==> src/rtl/alu_req_arbiter.sv <==
// alu_req_arbiter: round-robin sharing of one registered ALU between two requesters,
// with a tagged, backpressured response channel and a completed-op counter.
module alu_req_arbiter #(
  parameter int unsigned ALU_LAT = 1,
  parameter logic [3:0]  NOP_FUN = 4'b1111
) (
  input  logic        CLK,
  input  logic        RST,
  input  logic        req0_valid,
  output logic        req0_ready,
  input  logic [15:0] req0_A,
  input  logic [15:0] req0_B,
  input  logic [3:0]  req0_fun,
  input  logic        req1_valid,
  output logic        req1_ready,
  input  logic [15:0] req1_A,
  input  logic [15:0] req1_B,
  input  logic [3:0]  req1_fun,
  output logic [15:0] alu_A,
  output logic [15:0] alu_B,
  output logic [3:0]  alu_fun,
  input  logic [15:0] ALU_OUT,
  input  logic        Arith_flag,
  input  logic        Logic_flag,
  input  logic        CMP_flag,
  input  logic        Shift_flag,
  output logic        rsp_valid,
  input  logic        rsp_ready,
  output logic        rsp_id,
  output logic [15:0] rsp_data,
  output logic [3:0]  rsp_flags,
  output logic        busy,
  output logic [15:0] op_count
);
  typedef enum logic [1:0] {IDLE, EXEC, CAPT, RESP} state_t;
  state_t      state_q, state_d;
  logic        rr_ptr_q, rr_ptr_d, op_id_q, op_id_d;
  logic [2:0]  lat_cnt_q, lat_cnt_d;
  logic [15:0] alu_a_q, alu_a_d, alu_b_q, alu_b_d;
  logic [3:0]  alu_fun_q, alu_fun_d;
  logic        rsp_valid_q, rsp_valid_d, rsp_id_q, rsp_id_d;
  logic [15:0] rsp_data_q, rsp_data_d, op_count_q, op_count_d;
  logic [3:0]  rsp_flags_q, rsp_flags_d;
  logic        gnt_id, hs;
  // rr_ptr only breaks ties; a lone requester always wins
  assign gnt_id     = (req0_valid & req1_valid) ? rr_ptr_q : req1_valid;
  assign hs         = (state_q == IDLE) & (req0_valid | req1_valid) & ~RST;
  assign req0_ready = hs & ~gnt_id;
  assign req1_ready = hs & gnt_id;
  assign alu_A      = alu_a_q;
  assign alu_B      = alu_b_q;
  assign alu_fun    = alu_fun_q;
  assign rsp_valid  = rsp_valid_q;
  assign rsp_id     = rsp_id_q;
  assign rsp_data   = rsp_data_q;
  assign rsp_flags  = rsp_flags_q;
  assign busy       = state_q != IDLE;
  assign op_count   = op_count_q;
  always_comb begin
    state_d     = state_q;
    rr_ptr_d    = rr_ptr_q;
    op_id_d     = op_id_q;
    lat_cnt_d   = lat_cnt_q;
    alu_a_d     = alu_a_q;
    alu_b_d     = alu_b_q;
    alu_fun_d   = alu_fun_q;
    rsp_valid_d = rsp_valid_q;
    rsp_id_d    = rsp_id_q;
    rsp_data_d  = rsp_data_q;
    rsp_flags_d = rsp_flags_q;
    op_count_d  = op_count_q;
    unique case (state_q)
      IDLE: if (hs) begin
        state_d   = EXEC;
        op_id_d   = gnt_id;
        alu_a_d   = gnt_id ? req1_A : req0_A;
        alu_b_d   = gnt_id ? req1_B : req0_B;
        alu_fun_d = gnt_id ? req1_fun : req0_fun;
        lat_cnt_d = 3'(ALU_LAT);
      end
      EXEC: begin
        lat_cnt_d = lat_cnt_q - 3'd1;
        state_d   = (lat_cnt_q == 3'd1) ? CAPT : EXEC;
      end
      CAPT: begin
        state_d     = RESP;
        rsp_valid_d = 1'b1;
        rsp_id_d    = op_id_q;
        rsp_data_d  = ALU_OUT;
        rsp_flags_d = {Arith_flag, Logic_flag, CMP_flag, Shift_flag};
      end
      RESP: if (rsp_ready) begin
        state_d     = IDLE;
        rsp_valid_d = 1'b0;
        op_count_d  = op_count_q + 16'd1;
        rr_ptr_d    = ~rsp_id_q;
        alu_fun_d   = NOP_FUN;
      end
      default: state_d = IDLE;
    endcase
  end
  always_ff @(posedge CLK) begin
    if (RST) begin
      state_q     <= IDLE;
      rr_ptr_q    <= 1'b0;
      op_id_q     <= 1'b0;
      lat_cnt_q   <= 3'd0;
      alu_a_q     <= 16'd0;
      alu_b_q     <= 16'd0;
      alu_fun_q   <= NOP_FUN;
      rsp_valid_q <= 1'b0;
      rsp_id_q    <= 1'b0;
      rsp_data_q  <= 16'd0;
      rsp_flags_q <= 4'd0;
      op_count_q  <= 16'd0;
    end else begin
      state_q     <= state_d;
      rr_ptr_q    <= rr_ptr_d;
      op_id_q     <= op_id_d;
      lat_cnt_q   <= lat_cnt_d;
      alu_a_q     <= alu_a_d;
      alu_b_q     <= alu_b_d;
      alu_fun_q   <= alu_fun_d;
      rsp_valid_q <= rsp_valid_d;
      rsp_id_q    <= rsp_id_d;
      rsp_data_q  <= rsp_data_d;
      rsp_flags_q <= rsp_flags_d;
      op_count_q  <= op_count_d;
    end
  end
endmodule

==> config.mk <==
export PLATFORM = sky130hd
export DESIGN_NAME = alu_req_arbiter
export DESIGN_NICKNAME = d
export VERILOG_FILES = /design/src/rtl/alu_req_arbiter.sv
export SDC_FILE = /design/constraint.sdc
export NUM_CORES = 1
export LEC_CHECK = 0
export ABC_AREA = 1
export CELL_PAD_IN_SITES_DETAIL_PLACEMENT = 1
export CELL_PAD_IN_SITES_GLOBAL_PLACEMENT = 2
export CORE_AREA = 10 10 162 134
export CTS_BUF_LIST = sky130_fd_sc_hd__clkbuf_16
export DETAILED_ROUTE_END_ITERATION = 16
export DIE_AREA = 0 0 172 144
export GPL_TIMING_DRIVEN = 0
export HOLD_SLACK_MARGIN = 0.12
export PLACE_DENSITY_LB_ADDON = 0.3
export SLEW_MARGIN = 20
export SYNTH_ARGS = -nofsm -noshare
export SYNTH_HDL_FRONTEND = slang
export SYNTH_SLANG_ARGS = --single-unit
==> constraint.sdc <==
create_clock -name CLK -period 1.7 [get_ports CLK]
set_clock_uncertainty 0.2 [all_clocks]
set_input_delay 0.34 -clock CLK [delete_from_list [all_inputs] [get_ports CLK]]
set_output_delay 0.34 -clock CLK [all_outputs]
set_load 0.03 [all_outputs]
==> metrics.cfg, run 1 <==
[logic_synthesis]
synth_enable_flop_cells=0
synth_cell_types=28
yosysTopAreaCell=dfxtp_1
avgSynthCellArea_um2=6.80
synth_cells=532
synth_top_flop_cell=dfxtp_1
async_reset_ff_share_pct=0
synth.yosys.seq_area_share_pct=44.8
synth_common_cells=nand2_1 (210), dfxtp_1 (81), nor2_1 (61)
syn-num-nets=632
yosysMostFrequentCell=nand2_1
yosysTopAreaCellShare_pct=44.8
syn_area_mm2=0.00362
ys_seq_elements=81
synth_warnings=0
synth.area.top_cells=dfxtp_1 (45%), nand2_1 (22%), a21oi_1 (6.4%)

[global_routing]
grt_usage_pct=12.6
grt_pass1_wl_mm=24.3
grt_pass1_vias=4407
overflow=0
grt_max_degree=18
antenna_found_initial=0

[setup_path]
crit_path_end=req1_ready
path_class=reg2out
slowest_delay_ps=360
worst_path_dominant_cell_family=flip-flops
cp.required_ps=1160
r2r_end=alu_A[5]
path_cells=nor2_4, o21ai_4, nor2_8, buf_6, nand2_4, inv_2, buf_6
worstPathMaxFanout=3
critical_path.startpoint_type=register
critPathArrivalTime_ps=1390
critPathBufInv=3
path_depth=7
r2r_cells=8
cpMostUsedCell=buf_6
end_kind=output port
reg2reg_slack_ps=100
slowest_stage=dfxtp_4

[floorplan]
start_util_pct=19.5
die_area_mm2=0.0248
die_x_um=172
rows=45
io_pins=174
die_h_um=144
coreArea_mm2=0.0186

[cells_and_area]
diodes=0
nNetsFinal=831
multi_input_area_mm2=0.00180
fin_util_pct=33.1
drive_gt1_share_pct=12.8
syn_to_final_growth_pct=70.1
n_fill_cell=2258
finalNonFillerCells=971
seq_area_mm2=0.00164

[detailed_routing]
route.detailed.drc=0
wl_per_cell_um=15.7
wl_mm=15.2
dr.first_iter.drc_count=134
route.vias.total=4036
via_per_inst=4.16
drt-pass1-iter-count=4
ant_nets=0

[sta]
period_share_pct=113
worst_slack_ps=-227
holdWs_ps=250
setup_viol=3
rsz0062_at_grt=yes
finalHoldViolCount=0
worstMarginPinSlew_ps=536
fin_crit_ps=1930
slew_headroom_pct=64.3
max_freq_ghz=0.519
finalMaxSlewViolations=0

[placement]
io_buffers=172
gp_congestion=0.772
hpwlAfterDp_mm=12.0
dp_cells=939

[clocking]
cts_made_buffers=9
cts.sinks=81
cts_hold_buffers=0
clk_path_buf_depth=2
path_clk_slew_ps=60
clockRootBuffer=clkbuf_16
h-tree-depth=3
clock_latency_ps=350
cts_tree=yes

[power]
p_leak_nw=2.82
power_mw=5.59
ir_drop_uv=491
pwr_density_cell_mw_per_mm2=908

[job]
maxCapViolCount=0

[status]
violations=negative setup slack
status=finished, violations left

[worst_hold_path]
hp-class=reg2reg

[registers in the layout, indices dropped and copies added, names as in the netlist, named ones only]
name	flops
rsp_valid	1
alu_fun	4
state_q	1
rr_ptr_q	1
op_id_q	1
rsp_flags	4
alu_A	16
rsp_id	1
lat_cnt_q	3
alu_B	16
rsp_data	16
op_count	16
[per-layer routing]
layer | vias up | share of wire, % | global-route usage (%)
met4 | 0 | 1.2 | 3.80
met3 | 10 | 8.2 | 5.01
li1 | 2074 | - | -
met2 | 90 | 48 | 21.3
met5 | - | 0 | 0
met1 | 1862 | 43 | 14.2
[final cells by class]
cell class / count / share of cell area, %
buffer: 25 / 3.19
clock buffer: 9 / 3.66
clock inverter: 7 / 1.42
inverter: 32 / 2.07
multi-input combinational: 393 / 29.2
sequential: 81 / 26.6
tap: 235 / 4.77
timing repair buffer: 189 / 29.1
[cells by family (layout without fill, tap and decap cells)]
kind of cell,after synthesis,in the layout,share of synthesized area [%]
xor+xnor,1,1,0.242
compound gates,80,80,11.4
flops,81,81,44.8
buf+inv,58,262,7.22
simple gates,309,309,35.3
fa+ha+maj,3,3,1.04
[timing repair]
action                                  in CTS  in global routing
hold endpoints to repair                     0                  0
pin swaps                                    4                  3
endpoints found under the setup margin     129                 60
buffers inserted                             9                  8
gates resized for setup                    143                 45
[through the flow]
stage,setup slack (ps),instance area [um2],TNS (ps)
detailed placement,-1360,5650,-26360
global placement,-1340,5650,-22400
finish,-227,6160,-388
global route,-296,6160,-603
floorplan,6.92,3630,0
CTS,-260,6010,-451
[power by group]
group / total (mW) / switching (mW) / leakage [nW] / internal [mW]
sequential: 2.11 / 0.0729 / 0.664 / 2.04
clock: 2.08 / 0.807 / 0.156 / 1.27
combinational: 1.40 / 0.806 / 2.00 / 0.592
[placed cells by master, fill, tap and decap left out, types with 2 or more instances in the layout]
master / count
nand2_1: 208
clkdlybuf4s50_1: 93
dfxtp_1: 73
nor2_1: 57
dlygate4sd2_1: 56
a21oi_1: 46
inv_1: 31
o21ai_0: 30
buf_4: 17
nand3_1: 16
clkdlybuf4s15_2: 11
buf_6: 10
clkbuf_16: 9
clkbuf_1: 8
nor2_4: 7
dfxtp_2: 6
clkdlybuf4s15_1: 6
clkbuf_2: 5
nor3_1: 5
nand4_1: 4
buf_8: 4
buf_2: 3
ha_1: 3
nand2_4: 2
inv_2: 2
nand2_2: 2
and3_1: 2
dfxtp_4: 2
bufinv_16: 2
[how the worst min path moves through the flow]
stage	end	depth (start not counted)	from
2_1_floorplan	op_id_q	2	op_id_q
3_3_place_gp	alu_fun[0]	2	alu_fun[0]
3_5_place_dp	alu_fun[0]	2	alu_fun[0]
4_1_cts	alu_fun[0]	2	alu_fun[0]
5_1_grt	alu_B[7]	2	alu_B[7]
6_report	alu_fun[0]	2	alu_fun[0]
[worst min-delay path: cells and delay by family, from the launching register on]
family / cells / cell delay (ps)
flip-flops: 1 / 320
AND/OR/NAND/NOR: 2 / 100
Power figures use the tool's default switching activity.
==> inputs of run 2 (changes only) <==
--- a/config.mk
+++ b/config.mk
@@ -8,10 +8,10 @@
 export ABC_AREA = 1
 export CELL_PAD_IN_SITES_DETAIL_PLACEMENT = 1
 export CELL_PAD_IN_SITES_GLOBAL_PLACEMENT = 2
-export CORE_AREA = 10 10 162 134
+export CORE_AREA = 10 10 155 128
 export CTS_BUF_LIST = sky130_fd_sc_hd__clkbuf_16
 export DETAILED_ROUTE_END_ITERATION = 16
-export DIE_AREA = 0 0 172 144
+export DIE_AREA = 0 0 165 138
 export GPL_TIMING_DRIVEN = 0
 export HOLD_SLACK_MARGIN = 0.12
 export PLACE_DENSITY_LB_ADDON = 0.3
==> constraint.sdc (replaced) <==
create_clock -name CLK -period 2.4 [get_ports CLK]
set_clock_uncertainty 0.2 [all_clocks]
set_input_delay 0.48 -clock CLK [delete_from_list [all_inputs] [get_ports CLK]]
set_output_delay 0.48 -clock CLK [all_outputs]
set_load 0.03 [all_outputs]
==> run 2 against run 1 <==
Net effect:
- the flow now finishes without violations
- clock power down 30%
- combinational power is 31% lower
- register-to-register slack improved by 550 ps
- design area down 2.8%
- critical path depth stayed put
- die area is 8.1% lower
- sequential cell count did not move
- critical path type unchanged
- first-iteration DRC count rose by 25%
- routed wire length is 1.0% lower
==> metrics.cfg, run 2 (same netlist as run 1, synthesis figures left out) <==
[detailed_routing]
wl_met2_mm=6.76  ; -7.6%
dr.first_iter.drc_count=168  ; +25%
wl_mm=15.1  ; -1.0%
drt-pass1-iter-count=4  ; unchanged
wl_per_cell_um=15.9  ; +1.5%
route.vias.total=4007  ; -0.72%
route.detailed.drc=0  ; unchanged
dr_wl_met3_mm=1.52  ; +22%
top_layer=met4
wl_met1_mm=6.58  ; +1.8%
ant_nets=0  ; unchanged
via_per_inst=4.23  ; +1.8%

[cells_and_area]
diodes=0  ; unchanged
final_common_cell=nand2_1
nNetsFinal=817  ; -1.7%
finalNonFillerCells=947  ; -2.5%
syn_to_final_growth_pct=65.4
final_cell_mix=nand2_1 (210), clkdlybuf4s50_1 (167), dfxtp_1 (79)
drive_gt1_share_pct=6.79  ; -6.0 points
final_area_mm2=0.00599  ; -2.8%

[clocking]
cts.sinks=81  ; unchanged
clk_path_buf_depth=2  ; unchanged
h-tree-depth=3  ; unchanged
clockRootBuffer=clkbuf_16
path_clk_slew_ps=60  ; about the same
clock_latency_ps=340  ; about the same
cts_hold_buffers=0  ; unchanged
cts_tree=yes
cts_made_buffers=9  ; unchanged

[setup_path]
worstPathMaxFanout=10  ; +7
reg2reg_slack_ps=650  ; +550 ps
r2r_end=alu_A[2]
path_class=reg2out
critical_path.startpoint_type=register
r2r_cells=8  ; unchanged
r2r_start=rr_ptr_q
critPathArrivalTime_ps=1590  ; +200 ps
cp.required_ps=1720  ; +560 ps
end_kind=output port

[sta]
slew_headroom_pct=62.0  ; -2.2 points
rsz0062_at_grt=no
finalHoldViolCount=0  ; unchanged
setup_viol=0  ; -3
finalMaxSlewViolations=0  ; unchanged
setup-tns-final_ps=0  ; +388 ps
period_share_pct=94.7
holdWs_ps=264  ; +13.7 ps
worstMarginPinSlew_ps=569  ; +33.7 ps
max_freq_ghz=0.440
fin_crit_ps=2270
worst_slack_ps=128  ; +355 ps

[global_routing]
overflow=0  ; unchanged
grt_pass1_wl_mm=23.9  ; -1.5%
grt_max_degree=14  ; -4
grt_pass1_vias=4382  ; -0.57%
grt_usage_pct=13.1  ; +0.59 points
antenna_found_initial=0  ; unchanged

[placement]
gp_congestion=0.798  ; +3.4%
hpwlAfterDp_mm=11.9  ; -0.87%
dp_cells=929  ; -1.1%
io_buffers=172  ; unchanged
dpl_worst_slack_ps=-878  ; +486 ps
post_dp_cell_area_mm2=0.00562  ; -0.42%

[worst_hold_path]
holdPathEnd=alu_fun[0]
hp-class=reg2reg
hp-start=alu_fun[0]
holdPathStages=2  ; unchanged

[power]
ir_drop_uv=316  ; -36%
p_leak_nw=2.49  ; -12%
pwr_density_cell_mw_per_mm2=658  ; -28%

[status]
status=complete, no violations

[floorplan]
die_x_um=165  ; -4.1%
die_h_um=138  ; -4.2%
rows=43  ; -4.4%
start_util_pct=21.4  ; +1.9 points
die_area_mm2=0.0228  ; -8.1%
io_pins=174  ; unchanged
coreArea_mm2=0.0169  ; -9.1%

[job]
maxCapViolCount=0  ; unchanged

run 2: cell count changes in the layout (fill, tap and decap cells not counted), moves of 6 or more:
cell	change
clkdlybuf4s15_2	-11
buf_4	-11
dfxtp_1	+6
buf_6	-7
clkdlybuf4s15_1	-6
clkdlybuf4s50_1	+74
dlygate4sd2_1	-53
run 2: power by group:
| group | switching [mW] | internal, mW |
|---|---|---|
| combinational | 0.538 | 0.428 |
| sequential | 0.0644 | 1.45 |
| clock | 0.562 | 0.902 |
run 2: layer usage:
layer | vias to the layer above | global-route usage [%]
met2 | 117 | 20.2
met1 | 1840 | 15.7
li1 | 2037 | -
met5 | - | 0
met3 | 13 | 6.44
met4 | 0 | 4.05
run 2: layout make-up:
class	count	area (um2)
inverter	32	125
timing repair buffer	174	1730
tap	225	282
multi-input combinational	393	1760
clock inverter	7	86.3
fill	2106	10900
sequential	81	1630
buffer	26	156
clock buffer	9	225
run 2: repair_timing:
action	CTS	global route
endpoints found under the setup margin	3	2
resized for setup	24	4
setup buffers	2	0
pin swaps	1	1
run 2: worst max path at each step:
stage | startpoint | endpoint | slack [ps] | cells after the start
floorplan | RST | req0_ready | 260 | 5
global placement | req1_valid | req1_ready | -890 | 7
detailed placement | req1_valid | req1_ready | -880 | 7
CTS | state_q[0] | req1_ready | 30 | 7
global route | state_q[0] | req0_ready | 10 | 7
finish | state_q[0] | req0_ready | 130 | 7
run 2: worst max-delay path, stage by stage (launching register included):
cell	delay, ps
dfxtp_4	390
nor2_4	140
o21ai_4	90
nor2_8	150
inv_6	80
buf_6	140
nor2_1	90
buf_4	170
run 2: per-stage QoR:
step / power, mW / util, %
after detailed placement: 2.50 / 33.3
after floorplan: 2.02 / -
after CTS: 4.02 / 35.4
after global placement: 2.48 / 33.3
final: 3.94 / 35.4
after global routing: 4.17 / 35.4
==> inputs of run 3 (changes only) <==
--- a/config.mk
+++ b/config.mk
@@ -15,6 +15,7 @@
 export GPL_TIMING_DRIVEN = 0
 export HOLD_SLACK_MARGIN = 0.12
 export PLACE_DENSITY_LB_ADDON = 0.3
+export SETUP_SLACK_MARGIN = 0.2
 export SLEW_MARGIN = 20
 export SYNTH_ARGS = -nofsm -noshare
 export SYNTH_HDL_FRONTEND = slang
==> run 3 against run 2 <==
Net effect:
- non-clock buffer count rose by 7
- die area is the same
- combinational power rose by 5%
- sequential share of layout area shrank 0.37 points
- first-iteration DRC count down 1.8%
- routed wire length up 0.91%
- critical endpoint is now req1_ready
- core utilization grew 0.55 points
- critical path depth unchanged
- power rose by 0.80%
- register-to-register slack hardly changed
- design area increased by 1.5%
- hold slack hardly changed
==> metrics.cfg, run 3 (same netlist as run 1, synthesis figures left out) <==
[detailed_routing]
wl_mm=15.2  ; +0.91%
dr.first_iter.drc_count=165  ; -1.8%
route.detailed.drc=0  ; unchanged
via_per_inst=4.22  ; -0.29%
route.vias.total=4025  ; +0.45%
ant_nets=0  ; unchanged
drt-pass1-iter-count=4  ; unchanged
wl_per_cell_um=15.9  ; +0.17%

[sta]
holdWs_ps=264  ; -0.00200 ps
finalHoldViolCount=0  ; unchanged
period_share_pct=90.6  ; -4.0 points
rsz0062_at_grt=yes
slew_headroom_pct=60.9  ; -1.1 points
max_freq_ghz=0.460  ; +4.4%
finalMaxSlewViolations=0  ; unchanged
setup_viol=0  ; unchanged
worstMarginPinSlew_ps=586  ; +17.1 ps
setup-tns-final_ps=0  ; unchanged
fin_crit_ps=2180  ; -96.8 ps

[clocking]
cts_made_buffers=9  ; unchanged
cts_hold_buffers=0  ; unchanged
clockRootBuffer=clkbuf_16
clk_path_buf_depth=2  ; unchanged
cts.sinks=81  ; unchanged
path_clk_slew_ps=60  ; about the same
h-tree-depth=3  ; unchanged
clock_latency_ps=340  ; about the same
cts_tree=yes

[setup_path]
worstPathMaxFanout=4  ; -6
path_class=in2out
cp.required_ps=1720  ; about the same
end_kind=output port
critical_path.startpoint_type=input pin
critPathArrivalTime_ps=1500  ; -90 ps

[global_routing]
grt_pass1_wl_mm=24.1  ; +0.87%
grt_pass1_vias=4436  ; +1.2%
overflow=0  ; unchanged
grt_usage_pct=13.3  ; +0.14 points
antenna_found_initial=0  ; unchanged
grt_max_degree=14  ; unchanged

[floorplan]
rows=43  ; unchanged
die_h_um=138  ; unchanged
coreArea_mm2=0.0169  ; unchanged
io_pins=174  ; unchanged
die_area_mm2=0.0228  ; unchanged
die_x_um=165  ; unchanged
start_util_pct=21.4  ; unchanged

[cells_and_area]
syn_to_final_growth_pct=68.0
final_common_cell=nand2_1
final_cell_mix=nand2_1 (210), clkdlybuf4s50_1 (162), dfxtp_1 (79)
nNetsFinal=824  ; +0.86%
diodes=0  ; unchanged
seq_area_mm2=0.00163  ; +0.15%
multi_input_area_mm2=0.00177  ; +0.43%
drive_gt1_share_pct=7.96  ; +1.2 points
n_fill_cell=2104  ; -0.095%

[job]
maxCapViolCount=0  ; unchanged

[power]
ir_drop_uv=334  ; +5.9%
pwr_density_cell_mw_per_mm2=653  ; -0.73%
power_mw=3.97  ; +0.80%
p_leak_nw=2.62  ; +4.9%

[status]
status=complete, no violations

[worst_hold_path]
hp-class=reg2reg

[placement]
hpwlAfterDp_mm=11.9  ; unchanged
gp_congestion=0.798  ; unchanged
io_buffers=172  ; unchanged

-- run 3: changes by cell type in the layout (fill, tap and decap cells not counted) --
cell             delta
buf_4               +5
inv_6               -1
nor2_1              -1
clkdlybuf4s15_2     +1
buf_12              +1
clkdlybuf4s50_1     -5
buf_6               +1
dfxtp_2             -1
dfxtp_4             +1
nor2_4              +1
dlymetal6s2s_1      +4
inv_8               +1
-- run 3: final timing paths --
| check | startpoint | to | slack, ps | cells after the start |
|---|---|---|---|---|
| worst max register to register | register | rsp_data[8] | 650 | 6 |
| worst min-delay path | alu_fun[0] | alu_fun[0] | 260 | 2 |
| worst max-delay path | req1_valid | req1_ready | 220 | 7 |
| worst min register to register | alu_fun[0] | alu_fun[0] | 260 | 2 |
-- run 3: critical path: stages --
cell	delay, ps
dlygate4sd2_1	280
o21ai_4	220
nor2_8	70
buf_8	140
nand2_1	80
inv_1	60
buf_4	160
-- run 3: report_power, final --
part | switching [mW] | internal (mW) | total (mW)
combinational | 0.556 | 0.451 | 1.01
clock | 0.563 | 0.902 | 1.46
sequential | 0.0553 | 1.45 | 1.50
-- run 3: final cells by class --
| class | instances | area share, % |
|---|---|---|
| clock inverters | 7 | 1.42 |
| repair buffers | 181 | 29.7 |
| inverters | 32 | 2.10 |
| flip-flops and latches | 81 | 26.8 |
| clock buffers | 9 | 3.70 |
| multi-input cells | 393 | 29.1 |
| plain buffers | 26 | 2.57 |
| well taps | 225 | 4.63 |
-- run 3: layer usage --
metal	routed length (um)	up-vias	GRT usage [%]
met5	0	-	0
met4	217	0	4.10
met3	1500	14	6.41
met2	6850	114	20.6
met1	6630	1846	15.8
li1	-	2051	-
-- run 3: repair_timing --
item,in CTS,in global routing
pin swaps,3,1
resized for setup,34,6
buffers inserted,9,0
setup endpoints to repair,4,6
-- run 3: stage by stage --
stage	cells	cell area, um2	utilization [%]	setup slack, ps
after floorplan	532	3620	-	264
after global placement	929	5620	33.3	-887
after detailed placement	929	5620	33.3	-878
after CTS	954	6060	35.9	185
after global routing	954	6080	36.0	145
final	954	6080	36.0	224
